### src/rtl/load_pkg.sv
// ============================================================================
// Module   : load_pkg
// Purpose  : Shared definitions for the byte-serial load sequencer.
//            Defines the access-size encodings, the controller state encoding
//            and the helper that maps an access size to its byte count.
// Contents : size_e    - SZ_BYTE / SZ_HALF / SZ_WORD / SZ_RSVD
//            state_e   - ST_IDLE / ST_READ / ST_FINISH
//            byte_count(size_e) -> number of memory byte reads (0 = none)
// Revision : 1.0 - initial release
// ============================================================================
`default_nettype none

package load_pkg;

  localparam int unsigned DATA_W = 32;
  localparam int unsigned CNT_W  = 3;   // counts 0..4 bytes

  typedef enum logic [1:0] {
    SZ_BYTE = 2'b00,
    SZ_HALF = 2'b01,
    SZ_WORD = 2'b10,
    SZ_RSVD = 2'b11
  } size_e;

  typedef enum logic [1:0] {
    ST_IDLE   = 2'd0,
    ST_READ   = 2'd1,
    ST_FINISH = 2'd2
  } state_e;

  // Number of byte reads needed for an access; the reserved size reads nothing.
  function automatic logic [CNT_W-1:0] byte_count(input size_e sz);
    case (sz)
      SZ_BYTE: byte_count = 3'd1;
      SZ_HALF: byte_count = 3'd2;
      SZ_WORD: byte_count = 3'd4;
      default: byte_count = 3'd0;
    endcase
  endfunction

endpackage

`default_nettype wire

### src/rtl/sign_extend_unit.sv
// ============================================================================
// Module   : sign_extend_unit
// Purpose  : Combinational extender for assembled load data. Byte and half
//            results are sign- or zero-extended to 32 bits; word results pass
//            through untouched (the signed flag has no effect on them).
// Ports    : data_i   [31:0] assembled little-endian load data
//            size_i   [1:0]  access size (size_e)
//            signed_i        1 = sign-extend, 0 = zero-extend
//            data_o   [31:0] extended result
// Revision : 1.0 - initial release
// ============================================================================
`default_nettype none

module sign_extend_unit
  import load_pkg::*;
(
  input  logic [DATA_W-1:0] data_i,
  input  size_e             size_i,
  input  logic              signed_i,
  output logic [DATA_W-1:0] data_o
);

  logic w_fill8;
  logic w_fill16;

  // Replicated fill bit: the source sign bit when signed, otherwise zero.
  assign w_fill8  = signed_i & data_i[7];
  assign w_fill16 = signed_i & data_i[15];

  always_comb begin
    data_o = data_i;
    case (size_i)
      SZ_BYTE: data_o = {{24{w_fill8}}, data_i[7:0]};
      SZ_HALF: data_o = {{16{w_fill16}}, data_i[15:0]};
      default: data_o = data_i;
    endcase
  end

endmodule

`default_nettype wire

### src/rtl/load_byte_sequencer.sv
// ============================================================================
// Module   : load_byte_sequencer
// Purpose  : Multi-cycle load controller for a byte-wide data memory. Accepts
//            a byte/half/word load, issues one byte read per MemReq/MemAck
//            handshake (little-endian, lowest address first), assembles the
//            bytes, extends the result and reports it with a one-cycle Done.
// Ports    : Clk, Rst_n            clock, asynchronous active-low reset
//            Start/Addr/Size/Signed load request (accepted only when idle)
//            Busy, Done, Err, Y    status and extended result
//            MemReq/MemAddr        byte read request and address
//            MemRdata/MemAck       read byte and completion handshake
// Config   : LOAD_ALIGN_CHECK_EN - when defined, misaligned half/word loads
//            complete immediately with Err=1 and no memory access.
// Revision : 1.0 - initial release
// ============================================================================
`default_nettype none

module load_byte_sequencer
  import load_pkg::*;
#(
  parameter int unsigned ADDR_W = 32
) (
  input  logic              Clk,
  input  logic              Rst_n,
  input  logic              Start,
  input  logic [ADDR_W-1:0] Addr,
  input  logic [1:0]        Size,
  input  logic              Signed,
  output logic              Busy,
  output logic              Done,
  output logic              Err,
  output logic [DATA_W-1:0] Y,
  output logic              MemReq,
  output logic [ADDR_W-1:0] MemAddr,
  input  logic [7:0]        MemRdata,
  input  logic              MemAck
);

  // --------------------------------------------------------------------------
  // State and datapath registers
  // --------------------------------------------------------------------------
  state_e              state_q,   state_d;
  logic [ADDR_W-1:0]   addr_q,    addr_d;
  size_e               size_q,    size_d;
  logic                sign_q,    sign_d;
  logic [CNT_W-1:0]    cnt_q,     cnt_d;
  logic [DATA_W-1:0]   asm_q,     asm_d;

  // Registered outputs
  logic                busy_q;
  logic                done_q;
  logic                err_q,     err_d;
  logic [DATA_W-1:0]   y_q,       y_d;
  logic                memreq_q;
  logic [ADDR_W-1:0]   memaddr_q, memaddr_d;

  // Combinational helpers
  logic [DATA_W-1:0]   w_asm_ins;   // assembly register with the current byte merged in
  logic [DATA_W-1:0]   w_ext;       // extended form of w_asm_ins
  logic [CNT_W-1:0]    w_cnt_inc;
  logic                w_last;
  logic                w_misalign;
  logic                w_bad_size;

  // --------------------------------------------------------------------------
  // Request classification
  // --------------------------------------------------------------------------
  assign w_bad_size = (size_e'(Size) == SZ_RSVD);

`ifdef LOAD_ALIGN_CHECK_EN
  assign w_misalign = ((size_e'(Size) == SZ_HALF) && Addr[0]) ||
                      ((size_e'(Size) == SZ_WORD) && (Addr[1:0] != 2'b00));
`else
  assign w_misalign = 1'b0;
`endif

  // --------------------------------------------------------------------------
  // Byte assembly: the incoming byte lands in lane [cnt_q]. Computed apart from
  // the FSM so the extender sees only registers and inputs.
  // --------------------------------------------------------------------------
  always_comb begin
    w_asm_ins = asm_q;
    case (cnt_q[1:0])
      2'd0:    w_asm_ins[7:0]   = MemRdata;
      2'd1:    w_asm_ins[15:8]  = MemRdata;
      2'd2:    w_asm_ins[23:16] = MemRdata;
      default: w_asm_ins[31:24] = MemRdata;
    endcase
  end

  assign w_cnt_inc = cnt_q + 3'd1;
  assign w_last    = (w_cnt_inc == byte_count(size_q));

  // Extension happens on the READ->FINISH transition so Y is already
  // registered and valid in the Done cycle.
  sign_extend_unit u_sign_extend (
    .data_i   (w_asm_ins),
    .size_i   (size_q),
    .signed_i (sign_q),
    .data_o   (w_ext)
  );

  // --------------------------------------------------------------------------
  // Next-state logic
  // --------------------------------------------------------------------------
  always_comb begin
    state_d = state_q;
    addr_d  = addr_q;
    size_d  = size_q;
    sign_d  = sign_q;
    cnt_d   = cnt_q;
    asm_d   = asm_q;
    y_d     = y_q;
    err_d   = 1'b0;

    case (state_q)
      ST_IDLE: begin
        if (Start) begin
          addr_d = Addr;
          size_d = size_e'(Size);
          sign_d = Signed;
          cnt_d  = '0;
          asm_d  = '0;
          if (w_bad_size || w_misalign) begin
            // Rejected requests finish straight away without touching memory.
            state_d = ST_FINISH;
            err_d   = 1'b1;
            y_d     = '0;
          end else begin
            state_d = ST_READ;
          end
        end
      end

      ST_READ: begin
        if (MemAck) begin
          asm_d = w_asm_ins;
          cnt_d = w_cnt_inc;
          if (w_last) begin
            state_d = ST_FINISH;
            y_d     = w_ext;
          end
        end
      end

      ST_FINISH: begin
        state_d = ST_IDLE;
      end

      default: begin
        state_d = ST_IDLE;
      end
    endcase
  end

  // MemAddr tracks the byte that will be requested in the next cycle; it is
  // only updated on an accepted byte, so it stays put during wait cycles.
  // The add wraps naturally at ADDR_W bits.
  assign memaddr_d = (state_d == ST_READ) ? (addr_d + ADDR_W'(cnt_d)) : memaddr_q;

  // --------------------------------------------------------------------------
  // State register
  // --------------------------------------------------------------------------
  always_ff @(posedge Clk or negedge Rst_n) begin
    if (!Rst_n) begin
      state_q <= ST_IDLE;
    end else begin
      state_q <= state_d;
    end
  end

  // --------------------------------------------------------------------------
  // Datapath and output registers
  // --------------------------------------------------------------------------
  always_ff @(posedge Clk or negedge Rst_n) begin
    if (!Rst_n) begin
      addr_q    <= '0;
      size_q    <= SZ_BYTE;
      sign_q    <= 1'b0;
      cnt_q     <= '0;
      asm_q     <= '0;
      busy_q    <= 1'b0;
      done_q    <= 1'b0;
      err_q     <= 1'b0;
      y_q       <= '0;
      memreq_q  <= 1'b0;
      memaddr_q <= '0;
    end else begin
      addr_q    <= addr_d;
      size_q    <= size_d;
      sign_q    <= sign_d;
      cnt_q     <= cnt_d;
      asm_q     <= asm_d;
      busy_q    <= (state_d != ST_IDLE);
      done_q    <= (state_d == ST_FINISH);
      err_q     <= err_d;
      y_q       <= y_d;
      memreq_q  <= (state_d == ST_READ);
      memaddr_q <= memaddr_d;
    end
  end

  assign Busy    = busy_q;
  assign Done    = done_q;
  assign Err     = err_q;
  assign Y       = y_q;
  assign MemReq  = memreq_q;
  assign MemAddr = memaddr_q;

endmodule

`default_nettype wire

### config.mk
export PLATFORM = sky130hd
export DESIGN_NAME = load_byte_sequencer
export DESIGN_NICKNAME = d
export VERILOG_FILES = /design/src/rtl/load_pkg.sv /design/src/rtl/sign_extend_unit.sv /design/src/rtl/load_byte_sequencer.sv
export SDC_FILE = /design/constraint.sdc
export NUM_CORES = 1
export LEC_CHECK = 0
export BUFFER_PORTS_ARGS = -buffer_cell sky130_fd_sc_hd__buf_2
export CORE_MARGIN = 3
export CORE_UTILIZATION = 59
export CTS_BUF_LIST = sky130_fd_sc_hd__clkbuf_4
export DETAILED_ROUTE_END_ITERATION = 8
export PLACE_DENSITY_LB_ADDON = 0.25
export SLEW_MARGIN = 5
export SYNTH_ARGS = -nofsm -noshare
export SYNTH_HDL_FRONTEND = slang
export SYNTH_SLANG_ARGS = --single-unit
export TNS_END_PERCENT = 50
### constraint.sdc
create_clock -name Clk -period 3.8 [get_ports Clk]
set_input_delay 0.76 -clock Clk [delete_from_list [all_inputs] [get_ports Clk]]
set_output_delay 0.76 -clock Clk [all_outputs]
set_load 0.02 [all_outputs]
==> flow_summary_export.csv, run 1 <==
group,metric,value,unit
sta,drv_slew,0,
die,ios,115,
global_routing,grt_usage,0.262,
sta,finalCriticalPeriod,3360,ps
cts,clk_path_buf_depth,2,
sta,fin_skew,16.1,ps
die,dieArea,13300,um2
job,maxCapViolations,0,
cts,cts_resized,0,
detailed_routing,via_per_inst,5.82,
cts,post_cts_buffers,0,
die,core-area,11600,um2
cts,insertion_delay,540,ps
layout,instances_no_fill,968,
cts,cts_root_buffer,"clkbuf_4",
cts,cts_tree,"done",
yosys,syn_avg_cell_area,9.90,um2
sta,setup-tns-final,0,ps
yosys,synth_edf_count,0,
cts,cts_sinks,140,
layout,nets,867,
worst_setup_path,crit_arrival,3750,ps
global_routing,grt_pass1_vias,5622,
power_and_ir_drop,p_per_area,847,nW/um2
placed_design,dp.final_hpwl,11800,um
layout,multi_input_area,3300,um2
yosys,synth_top_area_frac,0.497,
yosys,synth_cell_types,57,
die,die_w,115,um
worst_setup_path,slowest_delay,480,ps
yosys,syn_area,7050,um2
detailed_routing,drt_first_iter_violations,519,
sta,slew_headroom,0.294,
sta,setup-violations-final,0,
detailed_routing,firstDrtPassIters,5,
sta,post-route-period-util,0.884,
cts,htreeDepth,4,
detailed_routing,ant_nets,0,
sta,rsz0062_at_grt,"false",
global_routing,grt_max_degree,100,
worst_setup_path,cp_slowest_cell,"dfrtp_1",
layout,num_antenna_cells,0,
sta,hold_viol_final,0,
status,outcome,"finished, final reports clean",
sta,max_freq,298,MHz
yosys,ys_warn_count,0,
cts,cts_inserted_buffers,17,
worst_setup_path,path_cells,"inv_1 > nor2_1 > nand2_1 > o21ai_0 > ha_1 > fa_1 > a21oi_2 > nor4_2 > o221ai_2 > nor3_1 > xnor2_1 > o21ai_1",
layout,syn_to_final_growth,14.0,%
detailed_routing,wl_per_cell,17.1,um
yosys,synthTopCellsByCount,"142 x nand2_1, 140 x dfrtp_1, 45 x nor2_1",
sta,tightest_slew,1060,ps
die,rows,39,
yosys,synthTopCellsByArea,"dfrtp_1 50%, nand2_1 7.6%, mux2_2 5.1%",
placed_design,place.port_buffers,114,
yosys,synth_most_common_cell,"nand2_1",
worst_setup_path,path_delay_family,"simple AND/OR/NAND/NOR gates",
detailed_routing,drt-total-wl,16600,um
yosys,ys_ff_latch,140,
placed_design,place_inst,936,
worst_hold_path,hold_class,"in2async",
yosys,async_reset_ff_frac,1.00,
yosys,synth_fp_nets,767,
placed_design,place.gp.congestion,0.879,
power_and_ir_drop,vdd_drop_max,442,uV
detailed_routing,vias,5637,
global_routing,gr-total-overflow,0,
worst_setup_path,cp_num_buf_inv,1,
global_routing,antenna_found_initial,0,
yosys,synthFlopType,"dfrtp_1",
worst_setup_path,start_kind,"flip-flop",
worst_setup_path,critPathLaunch,"state_q[0]",
yosys,seq_area_frac_synth,0.497,
layout,ff_latch_area,3500,um2
worst_setup_path,worstSetupPathType,"reg2reg",
yosys,synth_area_leader_cell,"dfrtp_1",
worst_setup_path,worst-path-max-fanout,6,
global_routing,grt_pass1_wl,27600,um
layout,fin_util,0.695,
cts,clk_pin_slew,130,ps
layout,layout-drive-gt1-share,0.253,
die,initial_core_util,0.609,
layout,fillers,904,
die,die_h,115,um
power_and_ir_drop,leakagePower,3.73,nW
cts,hold_buffers,0,
detailed_routing,drc,0,
worst_setup_path,r2r-start,"state_q[0]",
yosys,synthCells,712,
worst_setup_path,end_kind,"flip-flop",
worst_setup_path,cp.required,4190,ps
==> flip-flops by register name, summed over array words and instances, names as in the netlist <==
| name | flops |
|---|---|
| Err | 1 |
| addr_q | 32 |
| Y | 32 |
| size_q | 2 |
| MemReq | 1 |
| cnt_q | 3 |
| MemAddr | 32 |
| asm_q | 32 |
| sign_q | 1 |
| Busy | 1 |
| Done | 1 |
| state_q | 2 |
==> worst paths after layout <==
| check | to | slack (ps) | cells after the start |
|---|---|---|---|
| max | MemAddr[24] | 440 | 12 |
| min | asm_q[20] | 310 | 1 |
| max reg2reg | MemAddr[24] | 440 | 12 |
| min reg2reg | MemAddr[5] | 490 | 2 |
| max in group asynchronous | MemAddr[17] | 2730 | 2 |
| min in group Clk | size_q[1] | 440 | 3 |
==> layer usage <==
layer	vias to the layer above	GRT usage	part of all wire
met2	191	0.438	0.50
li1	2703	-	-
met3	30	0.0537	0.054
met1	2713	0.341	0.42
met4	0	0.0955	0.022
met5	-	0	0
==> power by group <==
group	internal (mW)	total [mW]	switching, mW	leakage [nW]
Sequential	2.11	2.55	0.432	1.80
Combinational	1.17	3.15	1.98	1.75
Clock	0.577	1.11	0.532	0.179
Total	3.86	6.81	2.95	3.73
==> cells by family (layout without fill, tap and decap cells) <==
family | after synthesis | in the layout | share of synthesized area
adder cells (fa/ha/maj) | 8 | 8 | 0.0153
AO/OA/AOI/OAI | 137 | 137 | 0.125
AND/OR/NAND/NOR | 270 | 270 | 0.182
multiplexers | 70 | 70 | 0.106
buffers and inverters | 58 | 171 | 0.0378
XOR/XNOR | 29 | 29 | 0.0361
flip-flops | 140 | 140 | 0.497
==> metrics by stage <==
stage / hold WS, ps / total power, mW / setup WS, ps / area [um2]
after global routing: 348 / 7.32 / 93.1 / 8040
after floorplan: 444 / 4.91 / 112 / 7050
final: 309 / 6.81 / 441 / 8040
after CTS: 310 / 6.84 / 468 / 8040
after detailed placement: 463 / 5.73 / 334 / 7700
after global placement: 459 / 5.60 / 452 / 7700
==> area by class of cell <==
cell class	instances	share of cell area
clock buffers	17	0.0159
clock inverters	15	0.0252
inverters	17	0.00794
multi-input cells	514	0.410
flip-flops and latches	140	0.436
well taps	143	0.0223
repair buffers	122	0.0824
==> cells in the final DEF, fill, tap and decap left out, types with 4 or more instances in the layout <==
cell type,Yosys,routed
a21o_1,4,4
a21oi_1,44,42
a22o_1,8,8
a31oi_1,4,4
buf_2,16,113
buf_4,3,6
bufinv_16,0,5
clkbuf_4,0,17
clkinv_1,0,4
clkinv_2,0,4
dfrtp_1,140,140
ha_1,7,7
inv_1,17,17
mux2_1,4,4
mux2_2,32,32
mux2i_1,33,33
nand2_1,142,142
nand3_1,29,29
nand4_1,10,10
nor2_1,45,45
nor3_1,16,16
nor4_2,7,7
o21ai_0,27,27
o21ai_1,11,11
o21ai_2,5,5
o31ai_1,19,19
xnor2_1,27,27
(Power assumes the default switching activity.)
==> run 2, diff against run 1 <==
==> constraint.sdc (replaced) <==
create_clock -name Clk -period 3.55 [get_ports Clk]
set_input_delay 0.71 -clock Clk [delete_from_list [all_inputs] [get_ports Clk]]
set_output_delay 0.71 -clock Clk [all_outputs]
set_load 0.02 [all_outputs]
==> run 2 against run 1 <==
Register-to-register slack better by 20 ps. First-iteration DRC count is 23% lower. Critical path type unchanged. Hold slack worse by 160 ps. Largest power group unchanged. Setup slack better by 19 ps. Critical path depth stayed put. Wire length is 1.5% higher. Final cell count is 0.52% higher. Die area stayed put. Clock power is 8% higher. Global-route usage is 0.49 points higher. Sequential power is 8.2% higher. Count of clock-buffer cells in the layout is 1 higher.
==> flow_summary_export.csv, run 2 (synthesized netlist as in run 1, its figures left out) <==
group,metric,value,unit
sta,setup-violations-final,0,
detailed_routing,drt-total-wl,16800,um
placed_design,place.port_buffers,114,
status,outcome,"finished, final reports clean",
die,die_w,115,um
die,dieArea,13300,um2
detailed_routing,wl_per_cell,17.3,um
power_and_ir_drop,p_per_area,923,nW/um2
power_and_ir_drop,leakagePower,3.74,nW
sta,finalCriticalPeriod,3090,ps
worst_setup_path,cp.required,4000,ps
worst_setup_path,crit_arrival,3540,ps
cts,post_cts_buffers,0,
global_routing,antenna_found_initial,0,
detailed_routing,drc,0,
global_routing,grt_usage,0.267,
cts,clk_pin_slew,120,ps
cts,cts_sinks,140,
job,maxCapViolations,0,
power_and_ir_drop,vdd_drop_max,544,uV
die,die_h,115,um
sta,fin_skew,14.7,ps
sta,tightest_slew,793,ps
sta,hold_viol_final,0,
die,initial_core_util,0.609,
placed_design,placed_area,7730,um2
sta,fin_ws,460,ps
sta,post-route-period-util,0.870,
sta,hold_slack,151,ps
die,rows,39,
placed_design,dp_slack,236,ps
sta,drv_slew,0,
detailed_routing,ant_nets,0,
sta,rsz0062_at_grt,"false",
worst_setup_path,end_kind,"flip-flop",
global_routing,gr-total-overflow,0,
cts,cts_root_buffer,"clkbuf_4",
worst_setup_path,start_kind,"flip-flop",
sta,slew_headroom,0.471,
cts,clk_path_buf_depth,2,
cts,hold_buffers,0,
detailed_routing,firstDrtPassIters,5,
layout,layout-drive-gt1-share,0.259,
cts,insertion_delay,560,ps
worst_setup_path,worstSetupPathType,"reg2reg",
layout,finalInstanceArea,8070,um2
layout,final_common_cell,"nand2_1",
global_routing,grt_pass1_vias,5740,
sta,max_freq,324,MHz
die,ios,115,
detailed_routing,drt_first_iter_violations,400,
cts,cts_resized,0,
cts,htreeDepth,4,
layout,instances_no_fill,973,
global_routing,grt_pass1_wl,27900,um
detailed_routing,vias,5671,
worst_hold_path,hold_class,"in2async",
layout,final_cell_mix,"142 x nand2_1, 140 x dfrtp_1, 113 x buf_2, 45 x nor2_1, 42 x a21oi_1",
global_routing,grt_max_degree,78,
placed_design,place.gp.congestion,0.915,
layout,syn_to_final_growth,14.5,%
cts,cts_tree,"done",
die,core-area,11600,um2
placed_design,dp.final_hpwl,12100,um
detailed_routing,via_per_inst,5.83,
sta,setup-tns-final,0,ps
cts,cts_inserted_buffers,17,
layout,nets,872,
layout,num_antenna_cells,0,
placed_design,place_inst,941,
worst_setup_path,worst-path-max-fanout,6,
run 2: final cells by class:
class,count,area [um2]
flip-flops and latches,140,3500
well taps,143,179
inverters,17,63.8
fillers,900,3500
clock buffers,18,135
clock inverters,14,200
repair buffers,127,687
multi-input cells,514,3300
run 2: per-layer routing:
layer	global-route usage	part of all wire
met3	0.0611	0.061
met5	0	0
met4	0.0939	0.019
met1	0.341	0.42
met2	0.450	0.50
run 2: report_power, final:
group          total (mW)  internal, mW  switching [mW]
clock network        1.20         0.627           0.570
logic                3.49          1.30            2.19
registers            2.76          2.28           0.475
run 2: per-stage QoR:
stage	util	power (mW)
finish	0.697	7.44
global route	0.697	7.98
CTS	0.697	7.47
detailed placement	0.668	6.26
global placement	0.668	6.11
floorplan	-	5.27
run 2: path summary, 6_finish.rpt:
kind / slack, ps / cells after the start / from / endpoint
worst max register to register: 460 / 12 / state_q[0] / MemAddr[24]
worst max-delay path: 460 / 12 / state_q[0] / MemAddr[24]
worst min-delay path: 150 / 1 / Rst_n / Y[20]
max in group asynchronous: 2580 / 2 / Rst_n / addr_q[2]
min in group Clk: 380 / 3 / Size[1] / size_q[1]
worst min register to register: 480 / 2 / MemAddr[8] / MemAddr[8]
run 2: worst max-delay path, cell delays in order (launching register included):
cell      delay (ps)
dfrtp_1          500
inv_1             90
nor2_1           290
nand2_1          190
o21ai_0          270
ha_1             250
fa_1             270
a21oi_2          130
nor4_2           360
o221ai_2         200
nor3_1           240
xnor2_1          140
o21ai_1           70
==> run 3, diff against run 2 <==
--- a/config.mk
+++ b/config.mk
@@ -10,7 +10,7 @@
 export CORE_UTILIZATION = 59
 export CTS_BUF_LIST = sky130_fd_sc_hd__clkbuf_4
 export DETAILED_ROUTE_END_ITERATION = 8
-export PLACE_DENSITY_LB_ADDON = 0.25
+export PLACE_DENSITY = 0.83
 export SLEW_MARGIN = 5
 export SYNTH_ARGS = -nofsm -noshare
 export SYNTH_HDL_FRONTEND = slang
==> run 3 against run 2 <==
Power shrank 0.71%. Clock power shrank 6%. Global-route usage is 0.37 points higher. Sequential power barely moved. Maximum frequency down 0.90%. Critical path depth unchanged. Count of clock-buffer cells in the layout did not move. Register-to-register slack got worse by 30 ps. Utilization fell by 0.14 points. Wire length rose by 1.5%. Clock skew shrank 1.0 ps. Largest cell class unchanged. Highest routed layer unchanged.
==> flow_summary_export.csv, run 3 (synthesized netlist as in run 1, its figures left out) <==
group,metric,value,unit
detailed_routing,firstDrtPassIters,6,
detailed_routing,drt-total-wl,17100,um
sta,max_freq,321,MHz
global_routing,grtUsageMet2,0.431,
global_routing,grt_usage,0.271,
sta,slew_headroom,0.458,
detailed_routing,vias,5812,
job,maxCapViolations,0,
worst_setup_path,worst_r2r_endpoint,"MemAddr[24]",
layout,final_cell_mix,"142 x nand2_1, 140 x dfrtp_1, 113 x buf_2, 44 x nor2_1, 42 x a21oi_1",
global_routing,grt_pass1_vias,5763,
die,rows,39,
sta,hold_slack,209,ps
power_and_ir_drop,vdd_drop_max,588,uV
placed_design,dp_slack,235,ps
global_routing,met3_usage,0.0758,
global_routing,gr-total-overflow,0,
placed_design,place.gp.congestion,0.891,
placed_design,dp.final_hpwl,12300,um
worst_setup_path,reg2reg_depth,12,
die,initial_core_util,0.609,
die,die_w,115,um
worst_setup_path,worstSetupPathType,"reg2reg",
sta,setup-violations-final,0,
worst_setup_path,worst-path-max-fanout,6,
sta,rsz0062_at_grt,"false",
layout,nets,874,
die,die_h,115,um
global_routing,grt_use_met1,0.357,
cts,cts_sinks,140,
global_routing,grt_max_degree,91,
die,dieArea,13300,um2
placed_design,place.port_buffers,114,
cts,hold_buffers,0,
status,outcome,"finished, final reports clean",
power_and_ir_drop,leakagePower,3.73,nW
detailed_routing,ant_nets,0,
cts,insertion_delay,550,ps
layout,fillers,880,
die,core-area,11600,um2
worst_setup_path,start_kind,"flip-flop",
sta,fin_ws,432,ps
die,ios,115,
layout,layout-drive-gt1-share,0.261,
detailed_routing,via_per_inst,5.95,
sta,fin_skew,13.7,ps
cts,clk_path_buf_depth,2,
worst_setup_path,end_kind,"flip-flop",
sta,hold_viol_final,0,
cts,htreeDepth,4,
layout,fin_util,0.696,
worst_setup_path,crit_arrival,3550,ps
global_routing,busiest_layer,"met2",
cts,cts_inserted_buffers,17,
power_and_ir_drop,p_per_area,918,nW/um2
global_routing,antenna_found_initial,1,
sta,finalCriticalPeriod,3120,ps
sta,setup-tns-final,0,ps
cts,clk_pin_slew,120,ps
worst_setup_path,rrSetupSlack,430,ps
worst_hold_path,hold_class,"in2async",
sta,tightest_slew,813,ps
global_routing,grt_pass1_wl,28300,um
layout,syn_to_final_growth,14.2,%
worst_setup_path,cp.required,3990,ps
detailed_routing,drt_first_iter_violations,511,
cts,cts_tree,"done",
sta,post-route-period-util,0.878,
cts,cts_root_buffer,"clkbuf_4",
layout,final_common_cell,"nand2_1",
sta,drv_slew,0,
detailed_routing,wl_per_cell,17.5,um
detailed_routing,drc,0,
worst_setup_path,r2r-start,"state_q[0]",
[run 3: cell count changes in the layout (fill, tap and decap cells not counted), sizes merged]
cell      change
buf           +2
bufinv        -1
clkinvlp      +1
diode         +1
[run 3: final cells by class]
class | instances | area (um2) | area share
antenna | 1 | 2.50 | 0.000311
timing repair buffer | 129 | 689 | 0.0857
multi-input combinational | 514 | 3300 | 0.410
sequential | 140 | 3500 | 0.435
tap | 143 | 179 | 0.0222
clock inverter | 14 | 176 | 0.0219
inverter | 17 | 63.8 | 0.00793
clock buffer | 18 | 135 | 0.0168
[run 3: how the worst max path moves through the flow]
stage	from	slack (ps)	cells past startpoint	endpoint
floorplan	Start	20	15	MemAddr[24]
global placement	Start	400	12	MemAddr[24]
detailed placement	Start	230	12	MemAddr[24]
CTS	state_q[0]	260	12	MemAddr[24]
global route	state_q[0]	120	12	MemAddr[24]
finish	state_q[0]	430	12	MemAddr[24]
[run 3: worst max-delay path, stage by stage, from the launching register on]
cell      delay (ps)
dfrtp_1          480
inv_1             90
nor2_2           250
nand2_1          180
o21ai_0          300
ha_1             260
fa_1             260
a21oi_2          140
nor4_2           370
o221ai_2         200
nor3_1           260
xnor2_1          150
o21ai_1           70
[run 3: repair_timing]
| action | 4_1_cts | 5_1_grt |
|---|---|---|
| setup endpoints to repair | 0 | 1 |
| setup buffers | 0 | 0 |
| gates resized for setup | 0 | 1 |
[run 3: power breakdown]
part	switching (mW)	leakage [nW]	total, mW	internal, mW
combinational	2.19	1.78	3.49	1.30
clock	0.576	0.158	1.13	0.555
sequential	0.483	1.80	2.76	2.28
total	3.25	3.73	7.39	4.14
[run 3: metal layers]
| layer | routed length, um | vias to the layer above |
|---|---|---|
| li1 | - | 2703 |
| met1 | 7110 | 2810 |
| met2 | 8260 | 259 |
| met3 | 1260 | 40 |
| met4 | 452 | 0 |
| met5 | 0 | - |
[run 3: metrics by stage]
step           power, mW  area [um2]  instances
4_1_cts             7.42        8040        975
5_1_grt             7.94        8050        976
3_5_place_dp        6.28        7730        943
3_3_place_gp        6.11        7730        943
6_report            7.39        8050        976
2_1_floorplan       5.27        7060        712
